## src/rtl/ascon_pkg.sv

```systemverilog
// Shared types, round constants and FSM encoding for the Ascon permutation core.
package ascon_pkg;

  typedef struct packed {
    logic [63:0] x0;
    logic [63:0] x1;
    logic [63:0] x2;
    logic [63:0] x3;
    logic [63:0] x4;
  } ascon_state_t;

  localparam logic [3:0] RoundP12  = 4'd0;
  localparam logic [3:0] RoundP6   = 4'd6;
  localparam logic [3:0] LastRound = 4'd11;

  typedef enum logic [1:0] {
    ST_IDLE,
    ST_RUN,
    ST_DONE
  } perm_state_e;

  // High nibble counts down while the low nibble counts up: 0xf0, 0xe1, ... 0x4b.
  function automatic logic [63:0] rc(input logic [3:0] r);
    logic [3:0] hi;
    hi = 4'd15 - r;
    return {56'd0, hi, r};
  endfunction

  function automatic logic [63:0] ror64(input logic [63:0] x, input int unsigned n);
    return (x >> n) | (x << (64 - n));
  endfunction

endpackage

```

## src/rtl/ascon_round.sv

```systemverilog
// One Ascon round (constant add, bitsliced S-box, linear diffusion).
// Latency: purely combinational. Backpressure: none, no state held.
module ascon_round
  import ascon_pkg::*;
(
  input  ascon_state_t cur,
  input  logic [3:0]   rnd,
  output ascon_state_t nxt
);

  ascon_state_t p;
  logic [63:0]  t0, t1, t2, t3, t4;

  always_comb begin
    p    = cur;
    p.x2 = p.x2 ^ rc(rnd);

    // S-box applied across all 64 bit-columns at once
    p.x0 = p.x0 ^ p.x4;
    p.x4 = p.x4 ^ p.x3;
    p.x2 = p.x2 ^ p.x1;
    t0   = ~p.x0 & p.x1;
    t1   = ~p.x1 & p.x2;
    t2   = ~p.x2 & p.x3;
    t3   = ~p.x3 & p.x4;
    t4   = ~p.x4 & p.x0;
    p.x0 = p.x0 ^ t1;
    p.x1 = p.x1 ^ t2;
    p.x2 = p.x2 ^ t3;
    p.x3 = p.x3 ^ t4;
    p.x4 = p.x4 ^ t0;
    p.x1 = p.x1 ^ p.x0;
    p.x0 = p.x0 ^ p.x4;
    p.x3 = p.x3 ^ p.x2;
    p.x2 = ~p.x2;

    nxt.x0 = p.x0 ^ ror64(p.x0, 19) ^ ror64(p.x0, 28);
    nxt.x1 = p.x1 ^ ror64(p.x1, 61) ^ ror64(p.x1, 39);
    nxt.x2 = p.x2 ^ ror64(p.x2, 1)  ^ ror64(p.x2, 6);
    nxt.x3 = p.x3 ^ ror64(p.x3, 10) ^ ror64(p.x3, 17);
    nxt.x4 = p.x4 ^ ror64(p.x4, 7)  ^ ror64(p.x4, 41);
  end

endmodule

```

## src/rtl/ascon_permutation.sv

```systemverilog
// Iterated Ascon p12/p6 core; ASCON_PERM_UNROLL2_EN applies two rounds per clock.
// Latency: 12/6 cycles accept-to-valid (6/3 unrolled); one job per N+2 cycles.
// Backpressure: result held in DONE until ready_i; no new job accepted until then.
module ascon_permutation
  import ascon_pkg::*;
#(
  parameter int STATE_W = 320,
  parameter int RND_W   = 4
) (
  input  logic               clk_i,
  input  logic               rst_i,
  input  logic               valid_i,
  output logic               ready_o,
  input  logic               sel_p12_i,
  input  logic [STATE_W-1:0] state_i,
  output logic               valid_o,
  input  logic               ready_i,
  output logic [STATE_W-1:0] state_o,
  output logic [RND_W-1:0]   round_o
);

  if (STATE_W != 320 || RND_W != 4) begin : g_bad_cfg
    $error("ascon_permutation: STATE_W must be 320 and RND_W must be 4");
  end

  perm_state_e      st_q, st_d;
  ascon_state_t     state_q, state_d;
  logic [RND_W-1:0] round_q, round_d;
  ascon_state_t     rnd_out;
  logic             last_step;
  logic [RND_W-1:0] round_inc;

  ascon_state_t r1;

  ascon_round u_round0 (
    .cur (state_q),
    .rnd (round_q),
    .nxt (r1)
  );

`ifdef ASCON_PERM_UNROLL2_EN
  ascon_state_t     r2;
  logic [RND_W-1:0] round_p1;

  assign round_p1 = round_q + RND_W'(1);

  ascon_round u_round1 (
    .cur (r1),
    .rnd (round_p1),
    .nxt (r2)
  );

  assign rnd_out   = r2;
  assign last_step = (round_p1 == LastRound);
  assign round_inc = round_q + RND_W'(2);
`else
  assign rnd_out   = r1;
  assign last_step = (round_q == LastRound);
  assign round_inc = round_q + RND_W'(1);
`endif

  always_ff @(posedge clk_i) begin
    if (rst_i) begin
      st_q    <= ST_IDLE;
      state_q <= '0;
      round_q <= '0;
    end else begin
      st_q    <= st_d;
      state_q <= state_d;
      round_q <= round_d;
    end
  end

  always_comb begin
    st_d    = st_q;
    state_d = state_q;
    round_d = round_q;
    case (st_q)
      ST_IDLE: begin
        if (valid_i) begin
          state_d = state_i;
          round_d = sel_p12_i ? RoundP12 : RoundP6;
          st_d    = ST_RUN;
        end
      end
      ST_RUN: begin
        state_d = rnd_out;
        if (last_step) begin
          round_d = LastRound;
          st_d    = ST_DONE;
        end else begin
          round_d = round_inc;
        end
      end
      ST_DONE: begin
        if (ready_i) st_d = ST_IDLE;
      end
      default: st_d = ST_IDLE;
    endcase
  end

  // Handshake outputs decode FSM state only; reset masks everything immediately.
  assign ready_o = ~rst_i & (st_q == ST_IDLE);
  assign valid_o = ~rst_i & (st_q == ST_DONE);
  assign state_o = rst_i ? '0 : state_q;
  assign round_o = rst_i ? '0 : round_q;

endmodule

```

## config.mk

```make
export PLATFORM = sky130hd
export DESIGN_NAME = ascon_permutation
export DESIGN_NICKNAME = d
export VERILOG_FILES = /design/src/rtl/ascon_pkg.sv /design/src/rtl/ascon_round.sv /design/src/rtl/ascon_permutation.sv
export SDC_FILE = /design/constraint.sdc
export NUM_CORES = 2
export LEC_CHECK = 0
export CORE_MARGIN = 10
export CORE_UTILIZATION = 42
export DETAILED_ROUTE_END_ITERATION = 8
export GPL_TIMING_DRIVEN = 0
export HOLD_SLACK_MARGIN = 0.02
export PLACE_DENSITY_LB_ADDON = 0.15
export SETUP_SLACK_MARGIN = 0.1
export SLEW_MARGIN = 25
export SYNTH_ARGS = -nofsm -noshare
export SYNTH_HDL_FRONTEND = slang
export SYNTH_SLANG_ARGS = --single-unit
```

## constraint.sdc

```tcl
create_clock -name clk_i -period 2.6 [get_ports clk_i]
set_input_delay 0.26 -clock clk_i [delete_from_list [all_inputs] [get_ports clk_i]]
set_output_delay 0.26 -clock clk_i [all_outputs]
set_load 0.02 [all_outputs]
```

### After elaboration in Yosys (flattened, before gate mapping)

Index checks and enable logic that the tools add are counted.
Widths: inputs -> output; s select.

| storage, ports and cells | value |
|---|---|
| output and inout bits | 326 |
| input bits | 325 |
| flip-flop bits (word level) | 326 |
| word-level logic and storage cells | 77 |

| cells by class | value |
|---|---|
| bitwise operators | 46 |
| add/sub/neg operators | 2 |
| reductions and logical operators | 4 |
| multiplexer cells | 12 |
| equal/unequal tests | 6 |

Operator list:

| kind | count |
|---|---|
| $xor 64x64->64 | 21 |
| $mux 320 | 2 |
| $pmux 320 s2 | 1 |
| $not 64->64 | 6 |
| $and 64x64->64 | 5 |
| $or 23x64->64 | 1 |
| $or 25x64->64 | 1 |
| $or 3x64->64 | 1 |
| $or 36x64->64 | 1 |
| $or 45x64->64 | 1 |
| $or 47x64->64 | 1 |
| $or 54x64->64 | 1 |
| $or 57x64->64 | 1 |
| $or 58x64->64 | 1 |
| $or 63x64->64 | 1 |
| $xor 64x8->64 | 1 |
| $mux 4 | 3 |
| $pmux 4 s2 | 1 |
| $mux 2 | 3 |
| $ne 2x2->1 const B | 3 |
| $pmux 2 s3 | 1 |
| $add 4x1->4 const B | 1 |
| $eq 4x4->1 const B | 1 |
| $sub 4x4->4 const A | 1 |
| other kinds (9) | 10 |

### Longest topological paths before layout

| logic depth | value |
|---|---|
| depth after elaboration | 11 |
| depth in mapped cells | 9 |
| depth with buffers taken out | 8 |

### Modules after synthesis

A second synthesis with hierarchy kept.

| unflattened totals | value |
|---|---|
| cells, all modules | 3387 |
| area, all modules | 31770.5 µm² |

By module, submodules not included:

| module | instances | cells each | sequential area each (µm²) | area each (µm²) |
|---|---|---|---|---|
| ascon_round | 1 | 1597 | 0.0 | 15907.8 |
| ascon_permutation | 1 | 1790 | 6526.3 | 15862.7 |

### Worst setup path before layout

OpenSTA, ideal clock, no wires.

| path | value |
|---|---|
| path type | register to register |
| start point | register round_q[2] |
| end point | register state_q[124] in the netlist's numbering |
| path slack | 620 ps |
| clock period less this slack | 1980 ps |
| setup time | 128 ps |
| required time | 2472 ps |
| arrival | 1852 ps |
| cell stages (with the launch flop) | 9 |
| buffers on the path | 1 |
| cells stage by stage | dfxtp_1 -> buf_2 -> xnor2_1 -> ha_1 -> xnor2_1 -> xnor2_1 -> xnor2_1 -> xnor2_1 -> o21ai_0 |

| between the ends | value |
|---|---|
| cells in the longest elaborated chain, start to end | 9 |

RTL lines:

| element | RTL line | RTL |
|---|---|---|
| start, declared | ascon_permutation.sv:28 | `logic [RND_W-1:0] round_q, round_d;` |
| start signal, assigned | ascon_permutation.sv:70 | `round_q <= round_d;` |
| $sub 4x4->4 | ascon_pkg.sv:25 | `hi = 4'd15 - r;` |
| $xor 64x8->64 | ascon_round.sv:16 | `p.x2 = p.x2 ^ rc(rnd);` |
| $xor 64x64->64 | ascon_round.sv:21 | `p.x2 = p.x2 ^ p.x1;` |
| $xor 64x64->64 | ascon_round.sv:29 | `p.x2 = p.x2 ^ t3;` |
| $xor 64x64->64 | ascon_round.sv:34 | `p.x3 = p.x3 ^ p.x2;` |
| $or 54x64->64 | ascon_pkg.sv:30 | `return (x >> n) \| (x << (64 - n));` |
| $xor 64x64->64 (2 in series) | ascon_round.sv:40 | `nxt.x3 = p.x3 ^ ror64(p.x3, 10) ^ ror64(p.x3, 17);` |
| $pmux 320 s2 | ascon_permutation.sv:78 | `case (st_q)` |
| end signal, assigned | ascon_permutation.sv:69 | `state_q <= state_d;` |
| end, declared | ascon_permutation.sv:27 | `ascon_state_t state_q, state_d;` |

No other way between the ends.
A chain may end at the register's enable or synchronous reset.

### Final worst setup path

| path | value |
|---|---|
| start point | register state_q[99] in the netlist's numbering |
| end point | register state_q[263] in the netlist's numbering |

| between the ends | value |
|---|---|
| cells in the longest elaborated chain, start to end | 6 |

RTL lines:

| element | RTL line | RTL |
|---|---|---|
| $xor 64x64->64 | ascon_round.sv:20 | `p.x4 = p.x4 ^ p.x3;` |
| $xor 64x64->64 | ascon_round.sv:31 | `p.x4 = p.x4 ^ t0;` |
| $xor 64x64->64 | ascon_round.sv:33 | `p.x0 = p.x0 ^ p.x4;` |
| $or 36x64->64 | ascon_pkg.sv:30 |  |
| $xor 64x64->64 | ascon_round.sv:37 | `nxt.x0 = p.x0 ^ ror64(p.x0, 19) ^ ror64(p.x0, 28);` |
| $pmux 320 s2 | ascon_permutation.sv:78 |  |

No other way between the ends.

==> results.txt <==
IO Pins: 651
Worst-Margin Slew: 1206 ps
top cells by area, synth: xnor2_1 24%, dfxtp_1 24%, xor2_1 11%, a22oi_1 6.6%, o21ai_0 6.2%
Max Root-Sink Buffers: 3
Worst path top cell family by delay: XOR/XNOR gates
Yosys reg bits: 326
final hold violation count: 0
slowest stage delay, CP: 920 ps
Post-synth EDFFs: 0
Max transition margin: 19.01%
RSZ-0062 raised after global routing: yes
largest net degree at the start of global routing: 13
# DRC: 0
count of endpoints failing setup in the final report: 1
area share of the largest cell type after synthesis: 24.13%
fmax: 381.3 MHz
Hold WC Path Type: input port to flip-flop
WL final: 167,100 um
CP max stage cell: xnor2_1
status: finished with violations
wire length per cell: 33.48 um
largest area contributor in the netlist: xnor2_1
CTS Hold Buffers Added: 0
DIE WIDTH: 276.6 um
nature of the critical path startpoint: flip-flop
antenna violations before repair: 11
clock latency on the worst-skew pair: 590 ps
Critical path buffers and inverters: 1
Worst EP arrival: 3130 ps
largest family of logic cells by synthesized area: XOR/XNOR gates
drt via density: 5.777
R2R setup slack: -20 ps
Ys Warns: 0
Post-Syn Nets: 3,829
HPWL Detailed: 140,500 um
hold_sp: rst_i
WHS Path Cells: 4
number of port buffers: 649
clk slew on worst S/H paths: 60 ps
Die Height: 276.6 um
via count: 28,827
Synth Area in Compound Gates: 14.71%
failing checks: setup timing
vias in the first global route: 28,271
WP data required: 3110 ps
CTS Sinks: 326
Cell Area, Placed: 35,560 sq um
core box area: 65,510 sq um
worst r2r path cells: 6
top_reg_cell synth: dfxtp_1
Max Fanout on Critical Path: 4
cts bufs inserted: 42
Post-Syn Area: 27,650 sq um
Hold EP: round_q[2]
antenna viol nets, final: 0
Mapped Cells: 3,375
GP Congestion: 1.060
worst r2r dst: state_q[263]
H-tree Lvls: 2
nets: 4,538
Die Area: 76,510 sq um
mux cell area share after synthesis: 1.484%
Synth Area in Adders: 8.045%
Avg Synthesized Cell Area: 8.194 sq um
top cell types by occurrence after synthesis: 762 x xnor2_1, 359 x xor2_1, 344 x o21ai_0
first-pass iteration count of the detailed router: 6
share of cells above drive strength 1: 9.133%
register area share after synthesis: 23.60%
Setup crit end kind: flip-flop
Worst R2R Start: state_q[99]
clock period minus worst slack: 2623 ps
first-iteration detailed-routing DRC count: 3,638
grt ovf: 0
Synth Area in XOR/XNOR: 37.36%
clock root cell: clkbuf_16
Final period util: 100.9%
Slew Limit Fails: 0
first-pass GRT wire length: 224,500 um
Crit path top cell by count: xnor2_1
worst setup path class: flip-flop to flip-flop
maxcap violations: 0
Design Area, Final: 38,760 sq um
Area growth syn-to-layout: 40.18%
TritonCTS clock tree: built
clk_skew: 22.68 ps
row cnt: 94
worst path cell trace: inv_1 > ha_1 > xnor2_1 > xnor2_1 > xnor2_1 > o21ai_0
final setup margin: -22.74 ps
most frequent cell after synthesis: xnor2_1
Synth Area in Simple Gates: 10.01%
ys async rst share: 0%
Total Routing Usage GR: 41.31%
initial core utilization: 42.21%
synth unique cells: 31
## cell usage in the layout, fill, tap and decap left out, types with 3 or more instances in the layout
master,instances
bufinv_16,4
a21o_1,8
nand2_1,164
maj3_1,61
clkinv_2,11
xor2_4,8
a21oi_1,85
dlymetal6s2s_1,6
buf_2,13
xor2_1,306
clkbuf_16,45
nor2b_1,135
clkbuf_8,12
nor2_1,319
a22oi_1,244
ha_1,129
clkdlybuf4s50_1,642
inv_1,191
clkbuf_2,55
xor2_2,48
buf_1,5
nor2_2,7
nor3_1,5
dfxtp_1,325
clkbuf_4,6
nand2b_1,3
xnor3_1,11
buf_16,3
xnor2_2,122
o21ai_0,344
diode_2,9
mux2i_1,41
clkbuf_1,74
xnor2_4,19
xnor2_1,633
buf_4,16
## through the flow
step	setup slack [ps]	utilization (%)	hold WS [ps]	TNS [ps]	instances
3_3_place_gp	-2328	53.78	457.6	-459440	4888
3_5_place_dp	-977.3	54.28	458.8	-128660	4892
2_1_floorplan	620.0	-	351.9	0	3375
4_1_cts	82.32	58.00	173.5	0	4969
5_1_grt	44.60	59.17	263.5	0	4988
6_report	-22.74	59.17	200.7	-22.74	4990
## routing by layer
layer	vias up	GRT usage (%)	share of wire [%]	wire length [um]
met1	14123	51.21	39	64580
met2	1845	66.18	45	74520
li1	12464	-	-	-
met4	2	23.54	6.7	11180
met5	-	0	0.0072	12
met3	393	8.006	10	16770
## how the worst max path moves through the flow
| stage | start | to | slack [ps] | cells after the start |
|---|---|---|---|---|
| 2_1_floorplan | round_q[2] | state_q[124] | 620 | 8 |
| 3_3_place_gp | rst_i | state_o[267] | -2330 | 6 |
| 3_5_place_dp | rst_i | state_o[267] | -980 | 6 |
| 4_1_cts | rst_i | state_o[267] | 80 | 6 |
| 5_1_grt | round_q[1] | state_q[69] | 40 | 8 |
| 6_report | state_q[99] | state_q[263] | -20 | 6 |
## state kept, by name, indices dropped and copies added, names as in the netlist
name     count
state_q    320
round_q      4
st_q         2
## layout make-up
| cell class | count | area, sq um |
|---|---|---|
| fill | 6109 | 26750 |
| multi-input combinational | 2703 | 21500 |
| timing repair buffer | 665 | 6719 |
| sequential | 326 | 6528 |
| clock buffer | 61 | 1296 |
| tap | 864 | 1081 |
| buffer | 155 | 721.9 |
| inverter | 191 | 716.9 |
| clock inverter | 16 | 182.7 |
| antenna | 9 | 22.52 |
## worst register-to-register path, stage by stage (launching register included)
cell	delay, ps
dfxtp_1	310
inv_1	230
ha_1	330
xnor2_1	150
xnor2_1	920
xnor2_1	380
o21ai_0	230
## cell families (layout without fill, tap and decap cells)
family                   Yosys count  count (layout)
flip-flops                       326             326
AND/OR/NAND/NOR                  639             639
adder cells (fa/ha/maj)          190             190
multiplexers                      41              41
XOR/XNOR                        1148            1148
buffers and inverters            346            1088
AO/OA/AOI/OAI                    685             685
other                              0               9
## repair_timing
| item | 4_1_cts | 5_1_grt |
|---|---|---|
| pin swaps | 0 | 6 |
| buffers inserted | 0 | 12 |
| gates resized for setup | 154 | 135 |
| endpoints found under the hold margin | 0 | 0 |
| setup endpoints to repair | 565 | 279 |
Power is left out: the tool's default activity adds up to more than one toggle a clock period on the data nets, which glitch-free logic cannot reach.
